## src/rtl/ekf_seq_fusion.sv

```systemverilog
// Sequential N-sensor diagonal EKF fusion stage.
// Each state element is folded over the enabled channels one pair at a time:
//   X = (Pn*Xa + Pa*Xn) / (Pa + Pn),  P = Pa*Pn / (Pa + Pn)
// using one pair of restoring dividers shared by every step.
// Handshake: a frame transfers on the input side when in_valid && in_ready,
// and on the output side when out_valid && out_ready; a producer holds valid
// and data until the transfer edge, and neither ready depends on valid.
module ekf_seq_fusion #(
  parameter int W         = 16,
  parameter int N_SENS    = 3,
  parameter int STATE_DIM = 6
) (
  input  logic                          clk,
  input  logic                          rst_n,
  input  logic                          in_valid,
  output logic                          in_ready,
  input  logic [N_SENS-1:0]             ch_en,
  input  logic [N_SENS*STATE_DIM*W-1:0] x_in,
  input  logic [N_SENS*STATE_DIM*W-1:0] p_in,
  output logic                          out_valid,
  input  logic                          out_ready,
  output logic [STATE_DIM*W-1:0]        xf_out,
  output logic [STATE_DIM*W-1:0]        pf_out,
  output logic                          sat_flag,
  output logic                          dz_flag,
  output logic                          no_meas
);

  localparam int QW  = 2*W + 1;  // dividend / quotient width and iteration count
  localparam int NW  = 2*W + 2;  // signed numerator width
  localparam int PW  = 2*W;      // variance product width
  localparam int DW  = W + 1;    // denominator and remainder width
  localparam int RW  = W + 2;    // trial remainder width
  localparam int XCW = QW + 1;   // signed candidate before clipping
  localparam int EW  = (STATE_DIM > 1) ? $clog2(STATE_DIM) : 1;
  localparam int CW  = (N_SENS > 1) ? $clog2(N_SENS) : 1;
  localparam int KW  = $clog2(QW);
  localparam logic signed [XCW-1:0] X_MAX = XCW'(2**(W-1) - 1);
  localparam logic signed [XCW-1:0] X_MIN = -X_MAX - 1;

  // S_STEP decides skip / copy / fuse for one channel; when fusing it is the
  // multiply cycle that loads the dividers.
  typedef enum logic [2:0] {S_IDLE, S_LOAD, S_STEP, S_DIV, S_WB, S_DONE} state_t;

  state_t state, st_nxt;

  logic signed [W-1:0] x_r [N_SENS][STATE_DIM];
  logic        [W-1:0] p_r [N_SENS][STATE_DIM];
  logic [N_SENS-1:0]   en_r;
  logic [EW-1:0]       e_idx;
  logic [CW-1:0]       c_idx;
  logic [KW-1:0]       it_cnt;
  logic signed [W-1:0] acc_x;
  logic        [W-1:0] acc_p;
  logic                acc_vld;
  logic signed [W-1:0] xw [STATE_DIM];
  logic        [W-1:0] pw [STATE_DIM];
  logic [QW-1:0]       xq, pq;
  logic [DW-1:0]       xr, pr, den_r;
  logic                x_neg;

  logic signed [W-1:0]   cur_x;
  logic        [W-1:0]   cur_p;
  logic                  cur_en, last_c, last_e, fuse_go, step_done;
  logic signed [NW-1:0]  xa_s, xn_s, pa_s, pn_s, num;
  logic [QW-1:0]         num_mag;
  logic [DW-1:0]         den;
  logic [PW-1:0]         pp;
  logic [RW-1:0]         x_trial, p_trial;
  logic                  x_ge, p_ge;
  logic [DW-1:0]         xr_nxt, pr_nxt;
  logic [QW-1:0]         xq_nxt, pq_nxt;
  logic signed [XCW-1:0] xa_ext, xn_ext, x_cand;
  logic signed [W-1:0]   new_x, elem_x;
  logic        [W-1:0]   new_p, elem_p;
  logic                  new_vld, set_sat, set_dz;

  // State register.
  always_ff @(posedge clk or negedge rst_n) begin
    if (!rst_n) state <= S_IDLE;
    else        state <= st_nxt;
  end

  // Next-state logic.
  always_comb begin
    st_nxt = state;
    unique case (state)
      S_IDLE: if (in_valid && in_ready) st_nxt = S_LOAD;
      S_LOAD: st_nxt = S_STEP;
      S_STEP: begin
        if (fuse_go)               st_nxt = S_DIV;
        else if (last_c && last_e) st_nxt = S_DONE;
      end
      S_DIV:  if (it_cnt == KW'(QW - 1)) st_nxt = S_WB;
      S_WB:   st_nxt = (last_c && last_e) ? S_DONE : S_STEP;
      S_DONE: if (out_ready) st_nxt = S_IDLE;
      default: st_nxt = S_IDLE;
    endcase
  end

  // Handshake outputs are registered images of the next state.
  always_ff @(posedge clk or negedge rst_n) begin
    if (!rst_n) begin
      in_ready  <= 1'b0;
      out_valid <= 1'b0;
    end else begin
      in_ready  <= (st_nxt == S_IDLE);
      out_valid <= (st_nxt == S_DONE);
    end
  end

  // Current sample selection, step classification and multiply-cycle operands.
  always_comb begin
    cur_x     = x_r[c_idx][e_idx];
    cur_p     = p_r[c_idx][e_idx];
    cur_en    = en_r[c_idx];
    last_c    = (c_idx == CW'(N_SENS - 1));
    last_e    = (e_idx == EW'(STATE_DIM - 1));
    fuse_go   = (state == S_STEP) && cur_en && acc_vld;
    step_done = ((state == S_STEP) && !fuse_go) || (state == S_WB);
    xa_s      = NW'(acc_x);
    xn_s      = NW'(cur_x);
    pa_s      = NW'(acc_p);
    pn_s      = NW'(cur_p);
    num       = pn_s * xa_s + pa_s * xn_s;
    num_mag   = num[NW-1] ? QW'(-num) : QW'(num);
    den       = {1'b0, acc_p} + {1'b0, cur_p};
    pp        = PW'(acc_p) * PW'(cur_p);
  end

  // One restoring iteration of each divider (quotient bit shifts in at the LSB).
  always_comb begin
    x_trial = {xr, xq[QW-1]};
    x_ge    = (x_trial >= {1'b0, den_r});
    xr_nxt  = x_ge ? DW'(x_trial - {1'b0, den_r}) : x_trial[DW-1:0];
    xq_nxt  = {xq[QW-2:0], x_ge};
    p_trial = {pr, pq[QW-1]};
    p_ge    = (p_trial >= {1'b0, den_r});
    pr_nxt  = p_ge ? DW'(p_trial - {1'b0, den_r}) : p_trial[DW-1:0];
    pq_nxt  = {pq[QW-2:0], p_ge};
  end

  // Accumulator update at the end of a step, and the element write-back value.
  always_comb begin
    new_x   = acc_x;
    new_p   = acc_p;
    new_vld = acc_vld;
    set_sat = 1'b0;
    set_dz  = 1'b0;
    xa_ext  = XCW'(acc_x);
    xn_ext  = XCW'(cur_x);
    x_cand  = '0;
    if ((state == S_STEP) && cur_en && !acc_vld) begin
      new_x   = cur_x;
      new_p   = cur_p;
      new_vld = 1'b1;
    end
    if (state == S_WB) begin
      if (den_r == '0) begin
        // Both variances zero: plain midpoint, zero variance.
        x_cand = (xa_ext + xn_ext) >>> 1;
        new_p  = '0;
        set_dz = 1'b1;
      end else begin
        x_cand = x_neg ? -signed'({1'b0, xq}) : signed'({1'b0, xq});
        new_p  = (|pq[QW-1:W]) ? '1 : pq[W-1:0];
      end
      if (x_cand > X_MAX) begin
        new_x   = X_MAX[W-1:0];
        set_sat = 1'b1;
      end else if (x_cand < X_MIN) begin
        new_x   = X_MIN[W-1:0];
        set_sat = 1'b1;
      end else begin
        new_x = x_cand[W-1:0];
      end
    end
    elem_x = new_vld ? new_x : '0;
    elem_p = new_vld ? new_p : '1;
  end

  // Frame capture, step sequencing, divider iterations and result registers.
  always_ff @(posedge clk or negedge rst_n) begin
    if (!rst_n) begin
      for (int c = 0; c < N_SENS; c++) begin
        for (int e = 0; e < STATE_DIM; e++) begin
          x_r[c][e] <= '0;
          p_r[c][e] <= '0;
        end
      end
      for (int e = 0; e < STATE_DIM; e++) begin
        xw[e] <= '0;
        pw[e] <= '0;
      end
      en_r     <= '0;
      e_idx    <= '0;
      c_idx    <= '0;
      it_cnt   <= '0;
      acc_x    <= '0;
      acc_p    <= '0;
      acc_vld  <= 1'b0;
      xq       <= '0;
      pq       <= '0;
      xr       <= '0;
      pr       <= '0;
      den_r    <= '0;
      x_neg    <= 1'b0;
      xf_out   <= '0;
      pf_out   <= '0;
      sat_flag <= 1'b0;
      dz_flag  <= 1'b0;
      no_meas  <= 1'b0;
    end else begin
      if ((state == S_IDLE) && in_valid && in_ready) begin
        for (int c = 0; c < N_SENS; c++) begin
          for (int e = 0; e < STATE_DIM; e++) begin
            x_r[c][e] <= x_in[(c*STATE_DIM + e)*W +: W];
            p_r[c][e] <= p_in[(c*STATE_DIM + e)*W +: W];
          end
        end
        en_r     <= ch_en;
        sat_flag <= 1'b0;
        dz_flag  <= 1'b0;
        no_meas  <= 1'b0;
      end
      if (state == S_LOAD) begin
        e_idx   <= '0;
        c_idx   <= '0;
        acc_vld <= 1'b0;
      end
      if (fuse_go) begin
        xq     <= num_mag;
        x_neg  <= num[NW-1];
        xr     <= '0;
        pq     <= QW'(pp);
        pr     <= '0;
        den_r  <= den;
        it_cnt <= '0;
      end
      if (state == S_DIV) begin
        xq     <= xq_nxt;
        xr     <= xr_nxt;
        pq     <= pq_nxt;
        pr     <= pr_nxt;
        it_cnt <= it_cnt + 1'b1;
      end
      if (step_done) begin
        acc_x   <= new_x;
        acc_p   <= new_p;
        acc_vld <= new_vld;
        if (set_sat) sat_flag <= 1'b1;
        if (set_dz)  dz_flag  <= 1'b1;
        if (last_c) begin
          xw[e_idx] <= elem_x;
          pw[e_idx] <= elem_p;
          if (!new_vld) no_meas <= 1'b1;
          acc_vld <= 1'b0;
          c_idx   <= '0;
          if (last_e) begin
            // Publish the whole frame at once so outputs only change on entering DONE.
            for (int k = 0; k < STATE_DIM; k++) begin
              xf_out[k*W +: W] <= (EW'(k) == e_idx) ? elem_x : xw[k];
              pf_out[k*W +: W] <= (EW'(k) == e_idx) ? elem_p : pw[k];
            end
          end else begin
            e_idx <= e_idx + 1'b1;
          end
        end else begin
          c_idx <= c_idx + 1'b1;
        end
      end
    end
  end

endmodule

```

## config.mk

```make
export PLATFORM = sky130hd
export DESIGN_NAME = ekf_seq_fusion
export DESIGN_NICKNAME = d
export VERILOG_FILES = /design/src/rtl/ekf_seq_fusion.sv
export SDC_FILE = /design/constraint.sdc
export NUM_CORES = 2
export LEC_CHECK = 0
export CORE_ASPECT_RATIO = 2
export CORE_MARGIN = 10
export CORE_UTILIZATION = 30
export CTS_CLUSTER_DIAMETER = 30
export CTS_CLUSTER_SIZE = 30
export DETAILED_ROUTE_END_ITERATION = 10
export DONT_BUFFER_PORTS = 1
export SETUP_SLACK_MARGIN = 0.3
export SLEW_MARGIN = 15
export SYNTH_ARGS = -nofsm -noshare
export SYNTH_HDL_FRONTEND = slang
export SYNTH_SLANG_ARGS = --single-unit
export TNS_END_PERCENT = 10
```

## constraint.sdc

```tcl
create_clock -name clk -period 12.1 [get_ports clk]
set_input_delay 2.42 -clock clk [delete_from_list [all_inputs] [get_ports clk]]
set_output_delay 2.42 -clock clk [all_outputs]
set_load 0.02 [all_outputs]
```

==> metrics.cfg <==
[synthesis]
syn_inst=9247
synth.avg_cell_area_um2=8.59
synth.distinct_cells=90
synth_edf_count=0
synthTopCellsByArea=dfrtp_1 (35%), fa_1 (16%), nand2_1 (13%)
yosys_warnings=0
yosysTopAreaCell=dfrtp_1
yosysTopAreaCellShare_pct=34.7
synth-async-reset-ratio_pct=100
syn_area_um2=79400
yosysSeqAreaShare_pct=34.7
synth_nets=10900
synth_ff_type=dfrtp_1
synth-seq-cells=1101

[timing]
slew_viol_final=0
timing.hold.ws_ps=469
finalSetupViolCount=0
rsz0062_at_grt=no
relSlewSlack_pct=19.5
layout_setup_ws_ps=797
tightest_slew_ps=1200
setup_tns_ps=0
hold_viol=0
fmax_mhz=88.5
period_minus_slack_ps=11300
fin_crit_sh_pct=93.4
clock-skew-final_ps=133

[routing]
wire_per_inst_um=22.9
drtPass1Iterations=7
drc=0
via_count=63700
drt-total-wl_um=290000
avgViaCountPerCell=5.01
drtAntennaViolNets=0
initialDrtViolationCount=4217

[place]
pre_cts_slack_ps=859
io_buffers=0
dpl.hpwl_um=223000
globalplace.congestion=0.946
postPlaceCellArea_um2=83500

[worst_setup_path]
cpMostUsedCell=fa_1
cpMaxStageDelayCell=dfrtp_4
cp_max_fo=33
r2r_setup_slack_ps=800
reg2reg_to=xq[17]
cpPeakStageDelay_ps=810
reg2reg_depth=33
critPathLaunchType=register
worstPathRequired_ps=12740
critPathCaptureType=register
arrival_ps=11940
path_class=reg -> reg
worst_r2r_startpoint=c_idx[0]

[clock_tree]
cts_buffers=185
cts-resized-gates=0
root_buffer=clkbuf_16
ctsHoldBuffers=0
h-tree-depth=4
cts_tree=yes
clock_path_buffers=4
clk_latency_ps=900
clock-sinks=1101
cts.clk_slew.worst_paths_ps=50
cts_setup_buffers=0

[global_routing]
grtUsageTotal_pct=19.8
grt_pass1_wl_um=430000
grt_pass1_vias=66700
antenna_found_initial=16
grt_max_degree=219
grt_overflow=0

[floorplan]
initial_core_util_pct=30.1
chipWidth_um=384
die_h_um=748
fp-row-count=267
fp.coreArea_um2=264000
io_pins=780
die_area_um2=287000

[worst_hold_path]
whs_endpoint=x_r[219]
worst_hold_path_type=reg -> reg
whs_path_depth=2
worstHoldStart=x_r[219]

[finish]
syn_to_final_growth_pct=13.2
design_area_um2=89900
layout-drive-gt1-share_pct=6.36
nets=10700

[flow_run]
cap_violations=0

[status]
status=complete, no violations

[critical path, delay by kind of cell, from the launching register on]
kind	cells	cell delay (ps)
AO/OA/AOI/OAI	8	2350
XOR/XNOR	1	200
adder cells (fa/ha/maj)	9	4230
buffers and inverters	8	1510
flip-flops	1	810
multiplexers	1	410
AND/OR/NAND/NOR	6	1470
[how the worst max path moves through the flow]
| stage | startpoint | end | slack, ps | cells past startpoint |
|---|---|---|---|---|
| finish | c_idx[0] | xq[17] | 800 | 33 |
| global route | c_idx[0] | xq[17] | 340 | 33 |
| CTS | c_idx[0] | xq[17] | 800 | 33 |
| detailed placement | c_idx[0] | xq[31] | 860 | 31 |
| global placement | c_idx[0] | xq[9] | 940 | 33 |
| floorplan | c_idx[0] | xq[19] | 1630 | 38 |
[area by class of cell]
| class | instances | area (um2) |
|---|---|---|
| tap | 3497 | 4380 |
| timing repair buffer | 180 | 1720 |
| clock inverter | 126 | 1430 |
| inverter | 892 | 3350 |
| fill | 27500 | 174000 |
| multi-input combinational | 6692 | 46600 |
| sequential | 1101 | 27600 |
| antenna | 13 | 32.5 |
| clock buffer | 206 | 4850 |
[layout by cell type, fill, tap and decap left out, types with 155 or more instances in the layout]
| master | n |
|---|---|
| nand2_1 | 2846 |
| nor2_1 | 242 |
| o21ai_0 | 648 |
| and2_1 | 390 |
| clkbuf_16 | 186 |
| buf_4 | 155 |
| mux2i_1 | 212 |
| fa_1 | 648 |
| dfrtp_1 | 1099 |
| inv_1 | 890 |
| ha_1 | 410 |
| a21oi_1 | 199 |
[per-layer routing]
layer,up-vias,global-route usage [%],routed length (um)
li1,29200,-,-
met1,31400,20.9,101000
met2,2357,34.8,145000
met3,782,4.65,21300
met4,16,13.0,22800
met5,-,0,126
[cells in the mapped netlist (9+ instances only)]
master / instances
a21boi_0: 15
o21ai_1: 13
inv_1: 890
clkbuf_1: 522
or4_1: 13
o21a_1: 34
o31a_1: 21
a21o_1: 43
a31oi_1: 32
dfrtp_1: 1101
mux2i_1: 212
xnor2_1: 85
nor4_1: 23
nor3_1: 60
xor2_1: 60
or3_1: 19
o21ai_0: 648
and2_1: 391
nand4_1: 28
nor2b_1: 25
a221oi_1: 15
o41ai_1: 9
o211ai_1: 31
or2_2: 17
nand2b_1: 24
buf_1: 29
ha_1: 411
and4_1: 9
a21oi_1: 199
a22oi_1: 130
nand3b_1: 12
o21bai_1: 16
o31ai_1: 25
nand3_1: 143
o22ai_1: 16
and3_1: 32
a211oi_1: 17
fa_1: 648
nor2_1: 244
nand2_1: 2854
[metrics by stage]
step                      std cells  util (%)
after global routing          12700      34.0
after detailed placement      12400      31.6
final                         12700      34.1
after CTS                     12700      34.0
after global placement        12400      31.6
after floorplan                9247         -
[registers in the layout, indices dropped and copies added (netlist names), 6 cells and up]
register,cells
pw,80
pq,33
xr,17
pf_out,96
acc_p,16
acc_x,16
pr,17
xf_out,96
x_r,288
p_r,288
xq,33
it_cnt,6
xw,80
den_r,17
[logic make-up (layout without fill, tap and decap cells)]
family | Yosys count | after routing | synth area share [%]
other | 0 | 13 | 0
and+or+nand+nor | 3917 | 3917 | 20.9
DFF | 1101 | 1101 | 34.7
adders and majority gates | 1059 | 1059 | 22.8
buffers and inverters | 1454 | 1404 | 6.91
AOI/OAI and AO/OA | 1356 | 1356 | 10.3
muxes | 215 | 215 | 2.72
xor gates and xnor gates | 145 | 145 | 1.60
Power is left out: the tool's default activity adds up to more than one toggle a clock period on the data nets, which glitch-free logic cannot reach.
